--- config.mk ---
export PLATFORM = sky130hd
export DESIGN_NAME = s_xdiv_pe
export DESIGN_NICKNAME = d
export VERILOG_FILES = /design/src/rtl/s_xdiv_pe.sv
export SDC_FILE = /design/constraint.sdc
export NUM_CORES = 1
export LEC_CHECK = 0
export ABC_AREA = 1
export CELL_PAD_IN_SITES_DETAIL_PLACEMENT = 0
export CELL_PAD_IN_SITES_GLOBAL_PLACEMENT = 1
export CORE_MARGIN = 2
export CORE_UTILIZATION = 41
export DETAILED_ROUTE_END_ITERATION = 6
export PLACE_DENSITY = 0.82
export RECOVER_POWER = 25
export SKIP_CTS_REPAIR_TIMING = 1
export SLEW_MARGIN = 20
export SYNTH_ARGS = -nofsm -noshare
export SYNTH_HDL_FRONTEND = slang
export SYNTH_SLANG_ARGS = --single-unit
export TNS_END_PERCENT = 100
--- constraint.sdc ---
create_clock -name clk_i -period 6.1 [get_ports clk_i]
set_input_delay 0.61 -clock clk_i [delete_from_list [all_inputs] [get_ports clk_i]]
set_output_delay 0.61 -clock clk_i [all_outputs]
set_load 0.01 [all_outputs]
--- src/rtl/s_xdiv_pe.sv ---
// s_xdiv_pe: streaming divider PE that picks two operands from neighbour streams,
// runs a one-bit-per-cycle restoring divider and feeds a programmable-length delay line.
module s_xdiv_pe #(
  parameter int N_BITS      = 32,
  parameter int N_SRC       = 4,
  parameter int DELAY_DEPTH = 4,
  localparam int SEL_W      = (N_SRC > 1) ? $clog2(N_SRC) : 1,
  localparam int LEN_W      = $clog2(DELAY_DEPTH) + 1,
  localparam int CNT_W      = $clog2(N_BITS)
) (
  input  logic                    clk_i,
  input  logic                    rst_i,
  input  logic [2:0]              op_i,
  input  logic [SEL_W-1:0]        sel_a_i,
  input  logic [SEL_W-1:0]        sel_b_i,
  input  logic [1:0]              delay_sel_i,
  input  logic [LEN_W-1:0]        delay_len_i,
  input  logic [N_SRC*N_BITS-1:0] src_i,
  input  logic [N_SRC-1:0]        src_valid_i,
  input  logic                    pea_ready_i,
  output logic                    ready_o,
  output logic                    valid_o,
  output logic [N_BITS-1:0]       pe_res_o,
  output logic [N_BITS-1:0]       rem_q_o,
  output logic [N_BITS-1:0]       delay_op_o,
  output logic                    delay_op_valid_o
);

  localparam logic [2:0] OP_DIV  = 3'd1;
  localparam logic [2:0] OP_REM  = 3'd2;
  localparam logic [2:0] OP_DIVU = 3'd3;
  localparam logic [2:0] OP_REMU = 3'd4;

  typedef enum logic [1:0] {
    S_IDLE = 2'd0,
    S_CALC = 2'd1,
    S_DONE = 2'd2
  } state_t;

  state_t             r_state;
  state_t             w_state_nxt;

  logic [N_BITS-1:0]  w_src [N_SRC];
  logic [N_BITS-1:0]  w_op_a;
  logic [N_BITS-1:0]  w_op_b;
  logic               w_ops_valid;
  logic               w_op_legal;
  logic               w_is_signed;
  logic               w_is_rem;
  logic               w_div_zero;
  logic               w_accept;
  logic               w_step;
  logic               w_last;

  logic               r_is_rem;
  logic               r_neg_q;
  logic               r_neg_r;
  logic [N_BITS-1:0]  r_quot;
  logic [N_BITS-1:0]  r_rem;
  logic [N_BITS-1:0]  r_div;
  logic [CNT_W-1:0]   r_count;
  logic [N_BITS-1:0]  r_res;
  logic [N_BITS-1:0]  r_rq;
  logic               r_valid;

  logic [N_BITS:0]    w_shift;
  logic [N_BITS:0]    w_trial;
  logic               w_borrow;
  logic [N_BITS-1:0]  w_rem_nxt;
  logic [N_BITS-1:0]  w_quot_nxt;
  logic [N_BITS-1:0]  w_q_fix;
  logic [N_BITS-1:0]  w_r_fix;

  logic [N_BITS-1:0]  r_dly_data [DELAY_DEPTH];
  logic               r_dly_vld  [DELAY_DEPTH];
  logic [N_BITS-1:0]  w_dly_in;
  logic               w_dly_in_vld;
  logic [LEN_W-1:0]   w_tap;
  logic [N_BITS-1:0]  w_tap_data;
  logic               w_tap_vld;

  function automatic logic [N_BITS-1:0] f_neg(input logic [N_BITS-1:0] v);
    f_neg = ~v + N_BITS'(1);
  endfunction

  function automatic logic [N_BITS-1:0] f_mag(input logic [N_BITS-1:0] v, input logic is_signed);
    f_mag = (is_signed && v[N_BITS-1]) ? f_neg(v) : v;
  endfunction

  // Unpack the flat neighbour bus into one word per source.
  always_comb begin
    for (int k = 0; k < N_SRC; k++) begin
      w_src[k] = src_i[k*N_BITS +: N_BITS];
    end
  end

  // Operand selection and divisor-zero detection.
  always_comb begin
    w_op_a      = w_src[sel_a_i];
    w_op_b      = w_src[sel_b_i];
    w_ops_valid = src_valid_i[sel_a_i] & src_valid_i[sel_b_i];
    w_div_zero  = (w_op_b == '0);
  end

  // Opcode decode; anything outside 1..4 is treated as NOP.
  always_comb begin
    w_op_legal  = 1'b0;
    w_is_signed = 1'b0;
    w_is_rem    = 1'b0;
    case (op_i)
      OP_DIV:  begin w_op_legal = 1'b1; w_is_signed = 1'b1; w_is_rem = 1'b0; end
      OP_REM:  begin w_op_legal = 1'b1; w_is_signed = 1'b1; w_is_rem = 1'b1; end
      OP_DIVU: begin w_op_legal = 1'b1; w_is_signed = 1'b0; w_is_rem = 1'b0; end
      OP_REMU: begin w_op_legal = 1'b1; w_is_signed = 1'b0; w_is_rem = 1'b1; end
      default: begin w_op_legal = 1'b0; w_is_signed = 1'b0; w_is_rem = 1'b0; end
    endcase
  end

  // FSM state register.
  always_ff @(posedge clk_i) begin
    if (rst_i) begin
      r_state <= S_IDLE;
    end else begin
      r_state <= w_state_nxt;
    end
  end

  // FSM next state; a NOP/illegal opcode overrides everything and returns to IDLE.
  always_comb begin
    w_state_nxt = r_state;
    if (!w_op_legal) begin
      w_state_nxt = S_IDLE;
    end else begin
      case (r_state)
        S_IDLE: begin
          if (w_accept) begin
            w_state_nxt = w_div_zero ? S_DONE : S_CALC;
          end else begin
            w_state_nxt = S_IDLE;
          end
        end
        S_CALC: begin
          if (w_last) begin
            w_state_nxt = S_DONE;
          end else begin
            w_state_nxt = S_CALC;
          end
        end
        S_DONE: begin
          if (pea_ready_i) begin
            w_state_nxt = S_IDLE;
          end else begin
            w_state_nxt = S_DONE;
          end
        end
        default: w_state_nxt = S_IDLE;
      endcase
    end
  end

  // FSM outputs and datapath strobes.
  always_comb begin
    ready_o  = (r_state == S_IDLE);
    w_accept = 1'b0;
    w_step   = 1'b0;
    case (r_state)
      S_IDLE:  begin w_accept = w_op_legal & w_ops_valid; w_step = 1'b0; end
      S_CALC:  begin w_accept = 1'b0; w_step = w_op_legal; end
      S_DONE:  begin w_accept = 1'b0; w_step = 1'b0; end
      default: begin w_accept = 1'b0; w_step = 1'b0; end
    endcase
    w_last = w_step & (r_count == CNT_W'(N_BITS - 1));
  end

  // One restoring step: r_quot shifts the dividend out at the top while quotient bits enter below.
  always_comb begin
    w_shift    = {r_rem, r_quot[N_BITS-1]};
    w_trial    = w_shift - {1'b0, r_div};
    w_borrow   = w_trial[N_BITS];
    w_rem_nxt  = w_borrow ? w_shift[N_BITS-1:0] : w_trial[N_BITS-1:0];
    w_quot_nxt = {r_quot[N_BITS-2:0], ~w_borrow};
    w_q_fix    = r_neg_q ? f_neg(w_quot_nxt) : w_quot_nxt;
    w_r_fix    = r_neg_r ? f_neg(w_rem_nxt) : w_rem_nxt;
  end

  // Divider datapath and registered results.
  always_ff @(posedge clk_i) begin
    if (rst_i) begin
      r_is_rem <= 1'b0;
      r_neg_q  <= 1'b0;
      r_neg_r  <= 1'b0;
      r_quot   <= '0;
      r_rem    <= '0;
      r_div    <= '0;
      r_count  <= '0;
      r_res    <= '0;
      r_rq     <= '0;
      r_valid  <= 1'b0;
    end else if (!w_op_legal) begin
      r_res   <= '0;
      r_rq    <= '0;
      r_valid <= 1'b0;
    end else begin
      r_valid <= (w_state_nxt == S_DONE);
      if (w_accept) begin
        r_is_rem <= w_is_rem;
        r_neg_q  <= w_is_signed & (w_op_a[N_BITS-1] ^ w_op_b[N_BITS-1]);
        r_neg_r  <= w_is_signed & w_op_a[N_BITS-1];
        r_quot   <= f_mag(w_op_a, w_is_signed);
        r_div    <= f_mag(w_op_b, w_is_signed);
        r_rem    <= '0;
        r_count  <= '0;
        if (w_div_zero) begin
          r_res <= w_is_rem ? w_op_a : '1;
          r_rq  <= w_is_rem ? '1 : w_op_a;
        end
      end else if (w_step) begin
        r_rem   <= w_rem_nxt;
        r_quot  <= w_quot_nxt;
        r_count <= r_count + CNT_W'(1);
        if (w_last) begin
          r_res <= r_is_rem ? w_r_fix : w_q_fix;
          r_rq  <= r_is_rem ? w_q_fix : w_r_fix;
        end
      end
    end
  end

  assign valid_o  = r_valid;
  assign pe_res_o = r_res;
  assign rem_q_o  = r_rq;

  // Delay-line input source select.
  always_comb begin
    w_dly_in     = '0;
    w_dly_in_vld = 1'b0;
    case (delay_sel_i)
      2'd0:    begin w_dly_in = w_op_a;   w_dly_in_vld = src_valid_i[sel_a_i]; end
      2'd1:    begin w_dly_in = w_op_b;   w_dly_in_vld = src_valid_i[sel_b_i]; end
      2'd2:    begin w_dly_in = r_rq;     w_dly_in_vld = r_valid; end
      2'd3:    begin w_dly_in = w_src[0]; w_dly_in_vld = src_valid_i[0]; end
      default: begin w_dly_in = '0;       w_dly_in_vld = 1'b0; end
    endcase
  end

  // Delay line advances only with the array-wide ready.
  always_ff @(posedge clk_i) begin
    if (rst_i) begin
      for (int k = 0; k < DELAY_DEPTH; k++) begin
        r_dly_data[k] <= '0;
        r_dly_vld[k]  <= 1'b0;
      end
    end else if (pea_ready_i) begin
      r_dly_data[0] <= w_dly_in;
      r_dly_vld[0]  <= w_dly_in_vld;
      for (int k = 1; k < DELAY_DEPTH; k++) begin
        r_dly_data[k] <= r_dly_data[k-1];
        r_dly_vld[k]  <= r_dly_vld[k-1];
      end
    end
  end

  // Tap index: length 0 acts as 1, lengths past the end clamp to the last stage.
  always_comb begin
    w_tap = '0;
    if (delay_len_i == '0) begin
      w_tap = '0;
    end else if (delay_len_i > LEN_W'(DELAY_DEPTH)) begin
      w_tap = LEN_W'(DELAY_DEPTH - 1);
    end else begin
      w_tap = delay_len_i - LEN_W'(1);
    end
  end

  // Tap mux over the stage registers; retaps without flushing.
  always_comb begin
    w_tap_data = r_dly_data[0];
    w_tap_vld  = r_dly_vld[0];
    for (int k = 0; k < DELAY_DEPTH; k++) begin
      w_tap_data = (w_tap == LEN_W'(k)) ? r_dly_data[k] : w_tap_data;
      w_tap_vld  = (w_tap == LEN_W'(k)) ? r_dly_vld[k]  : w_tap_vld;
    end
  end

  assign delay_op_o       = w_tap_data;
  assign delay_op_valid_o = w_tap_vld;

endmodule

### Word-level counts from Yosys, hierarchy flattened

Memory sizes are Yosys's and may differ from the RTL's.
Cells that the tools add are included.
W data, S select, Z words.

| storage, ports and cells | value |
|---|---|
| memories | 2 |
| flip-flop bits (word level) | 171 |
| RAM bits | 132 |
| output and inout bits | 99 |
| word-level logic and storage cells | 144 |

| operators by class | value |
|---|---|
| order comparisons | 5 |
| eq/ne operators | 15 |
| multiplexer cells | 67 |
| bitwise gates (word level) | 22 |
| reduce and logical (&&, ||, !) cells | 15 |
| $add $sub $neg | 7 |

Memory list:

| memory | depth | width | rd ports | clocked after Yosys merged registers in | wr ports | line | text |
|---|---|---|---|---|---|---|---|
| r_dly_data | 4 | 32 | 4 | 0 | 4 | 74 | `logic [N_BITS-1:0] r_dly_data [DELAY_DEPTH];` |
| r_dly_vld | 4 | 1 | 4 | 0 | 4 | 75 | `logic r_dly_vld [DELAY_DEPTH];` |

Operators by type and width:

| kind | count |
|---|---|
| $mux W32 | 32 |
| $add A32 B1 Y32 const B | 4 |
| $bmux W32 S2 | 2 |
| $not A32 Y32 | 4 |
| $pmux W32 S4 | 1 |
| $sub A33 B32 Y33 | 1 |
| $logic_not A32 Y1 | 1 |
| $mux W1 | 19 |
| $eq A3 B2 Y1 const B | 4 |
| $mux W2 | 5 |
| $mux W5 | 2 |
| $eq A2 B2 Y1 const B | 4 |
| $or A1 B1 Y1 | 8 |
| $eq A3 B1 Y1 const B | 2 |
| $ge A3 B3 Y1 const B | 2 |
| $lt A2 B3 Y1 const B | 2 |
| $mux W3 | 2 |
| $not A2 Y3 | 2 |
| $pmux W2 S3 | 1 |
| $reduce_or A2 Y1 | 3 |
| $add A5 B1 Y5 const B | 1 |
| $and A1 B1 Y1 | 5 |
| $eq A5 B5 Y1 const B | 1 |
| $bmux W1 S2 | 2 |
| 15 further kinds | 21 |

### Logic depth before layout (Yosys ltp)

| logic depth | value |
|---|---|
| word-level depth | 10 |
| gate-level depth with buffers | 31 |
| mapped depth without buffers | 29 |

### Least setup slack after synthesis

No wires, ideal clock.

| path | value |
|---|---|
| path kind | input to register |
| start | input port rst_i |
| end | memory r_dly_data[0][0], enable pin |
| arrival | 4.088 ns |
| data required time | 5.603 ns |
| stages | 4 |
| slack | 1.515 ns |
| library setup time | 0.497 ns |
| cells stage by stage | clkbuf_1 > clkinv_1 > clkbuf_1 > nand2_1 |

RTL lines:

| element | line | text |
|---|---|---|
| from (decl) | 12 | `input logic rst_i,` |
| to (decl) | 74 |  |

==> key figures <==
Global route
  – First-pass GRT wire length: around 140000 um
  – Grt total ovfl: 0
  – Total GRT Usage: 0.320
  – Number of global-route vias before repair: around 22000
  – Antenna violations before repair: 10
  – Largest net degree at the start of global routing: 98

Floorplanning
  – Row count: 86
  – Placeable Area: about 0.055 mm^2
  – Die Span Y: approximately 240 um
  – # IOs: 246
  – Die area: between 0.05 and 0.06 mm^2
  – Initial Util: 0.415
  – Die width: about 240 um

Placed design
  – Pre-CTS WS: roughly 1.2 ns
  – HPWL after detailed placement: between 70000 and 80000 um
  – Routability cong.: 1.02
  – Dpl cell area: around 0.026 mm^2
  – IO Port Bufs: 245

Yosys
  – Mapped Area: 0.0229 mm^2
  – Post-synth top area cell: edfxtp_1
  – Number of synthesized flops with an enable pin: 132
  – Sequential area share after synthesis: 0.323
  – Syn Inst Count: ~3500
  – Synthesized area per cell: approximately 6.6 um^2
  – Synth top area share: 0.173
  – #FFs+latches synth: 303
  – Synth warnings: 0
  – Distinct cell type count after synthesis: 68
  – Ys async rst share: 0
  – Synth area leaders: edfxtp_1 17%, nand2_1 15%, dfxtp_1 15%
  – Syn nets: roughly 3700
  – Top_reg_cell synth: dfxtp_1

Pwr
  – Leakage power: 12.1 nW
  – Internal power: 4.20 mW
  – Switching portion of total power: 0.371
  – P per Cell Area: 247 mW/mm^2
  – Part of the power in registers: 0.341
  – Worst vdd ir: 0.173 mV
  – Clock network fraction of design power: 0.336
  – Combinational share of power: 0.323
  – Switching Power: between 2 and 2.5 mW

Worst setup path
  – CP peak stage delay: between 1.5 and 2 ns
  – Crit path max fanout: 71
  – Worst path cell trace: clkbuf_1 > clkinv_1 > clkbuf_1 > nand2_1 > buf_12
  – Most used cell along the critical path: clkbuf_1
  – Setup CP Type: in -> reg
  – Worst Setup SP: rst_i
  – Worst Path Buf+Inv: 4
  – Worst EP required: approximately 6.3 ns
  – CP Capture Type: register
  – Worst reg2reg startpoint: r_quot[31]
  – Slowest-stage cell, CP: nand2_1
  – CP arrival: roughly 5.1 ns
  – CP top delay family: buffers and inverters
  – Worst setup SP type: input port

Drt
  – 1st-pass router iterations: 6
  – Final ANT Viol Nets: 0
  – Vias per cell: approximately 5.5
  – Vias: around 24000
  – DRC Markers: 0
  – Post-Route WL: 94500 um
  – Wire length per cell: between 20 and 25 um
  – Initial DRC Count: approximately 2800

Layout
  – Most frequent cells in the layout: 927 x nand2_1, 486 x inv_1, 315 x nor2_1
  – Most common cell after layout, fill and taps aside: nand2_1
  – Nets: 3817
  – Fraction of layout instances using a drive strength above 1: 0.0716
  – Area growth from synthesis to layout: 17.9%
  – Fin area: roughly 0.027 mm^2
  – Layout fillers: between 5000 and 6000

Timing
  – Final setup vio count: 0
  – Final Hold Viols: 0
  – Final Cycle Share: 0.796
  – Worst slew margin: -0.790
  – Slew @ Worst Pin: roughly 2.7 ns
  – Tmin final: approximately 4.9 ns
  – Final setup TNS: 0 ns
  – Worst setup margin: around 1.2 ns
  – RSZ-0062 raised after global routing: false
  – Final slew viol count: 62
  – Clk_skew: roughly 0.033 ns
  – Peak Freq: about 200 MHz

Run status
  – Failing checks: max-capacitance violations, max-slew violations
  – Status: finished, violations left

Clock network
  – Clock transition at path regs: around 0.06 ns
  – Clock sink count: roughly 300
  – Clk buf depth: 3
  – Clk root buf: clkbuf_16
  – CTS tree: built
  – CTS buffer count: 38
  – Skew-Pair Late Insertion Delay: between 0.5 and 0.6 ns
  – CTS H-tree lvls: 2

Min path
  – Tightest Hold Check Type: reg -> reg
  – Worst hold start: r_count[4]

Job
  – MaxCap Viol Count: 1
==> final cells by class <==
class	instances	area [um^2]	area share
multi-input cells	2486	12700	0.472
clock inverters	15	150	0.00557
clock buffers	53	1050	0.0389
flip-flops and latches	303	7390	0.274
diodes	7	17.5	0.000649
inverters	510	1920	0.0712
repair buffers	290	2790	0.103
well taps	748	936	0.0347
==> flip-flops by register name (all words and copies together) (netlist names) <==
name and count:
r_quot 32, r_neg_q 1, r_dly_vld 4, pe_res_o 32, r_is_rem 1, r_state 2
r_neg_r 1, valid_o 1, r_div 32, r_dly_data 128, rem_q_o 32, r_rem 32
r_count 5
==> path summary, 6_finish.rpt <==
path,end,slack [ns],cells after the start
worst min register to register,r_count[4],0.47,2
worst max register to register,rem_q_o[28],1.25,29
worst max-delay path,r_dly_data[1][16],1.25,5
worst min-delay path,r_count[4],0.47,2
==> power by group through the flow <==
stage	sequential, mW	clock [mW]	combinational, mW
floorplan	2.30	0	1.34
global placement	2.31	0	2.11
detailed placement	2.31	0	2.10
CTS	2.27	2.27	2.11
global route	2.28	2.35	2.34
finish	2.27	2.24	2.15
==> kinds of logic after synthesis <==
kind of cell | count (synthesis) | synth area share
flip-flops | 303 | 0.323
AO/OA/AOI/OAI | 753 | 0.200
buffers and inverters | 684 | 0.121
XOR/XNOR | 91 | 0.0348
adder cells (fa/ha/maj) | 41 | 0.0228
AND/OR/NAND/NOR | 1601 | 0.298
==> cells in the mapped netlist (68+ instances only) <==
cell / instances
a21oi_1: 249
a31oi_1: 68
clkbuf_1: 104
dfxtp_1: 171
edfxtp_1: 132
inv_1: 486
nand2_1: 929
nand3_1: 158
nor2_1: 317
o211ai_1: 69
o21ai_0: 194
xor2_1: 79
==> worst register-to-register path: cells and delay by family, from the launching register on <==
kind            cells  cell delay [ns]
compound gates      4             0.49
xor+xnor            1             0.28
fa+ha+maj           3             0.92
buf+inv             3             0.31
flops               1             0.35
simple gates       18             2.39
==> through the flow <==
stage	cells	power (mW)	hold slack (ns)	util
2_1_floorplan	3473	3.64	0.445	-
3_3_place_gp	4337	4.43	0.459	0.468
3_5_place_dp	4337	4.41	0.466	0.468
4_1_cts	4405	6.65	0.475	0.489
5_1_grt	4408	6.97	0.500	0.489
6_report	4412	6.67	0.474	0.490
==> layer usage <==
| metal | global-route usage | up-vias | routed length (um) |
|---|---|---|---|
| met1 | 0.449 | 11000 | 40600 |
| met3 | 0.0786 | 172 | 10200 |
| met5 | 0 | - | 14 |
| met2 | 0.469 | 1260 | 39900 |
| met4 | 0.126 | 2 | 3740 |
| li1 | - | 11700 | - |
No activity file was read; power rests on OpenSTA's default activity.
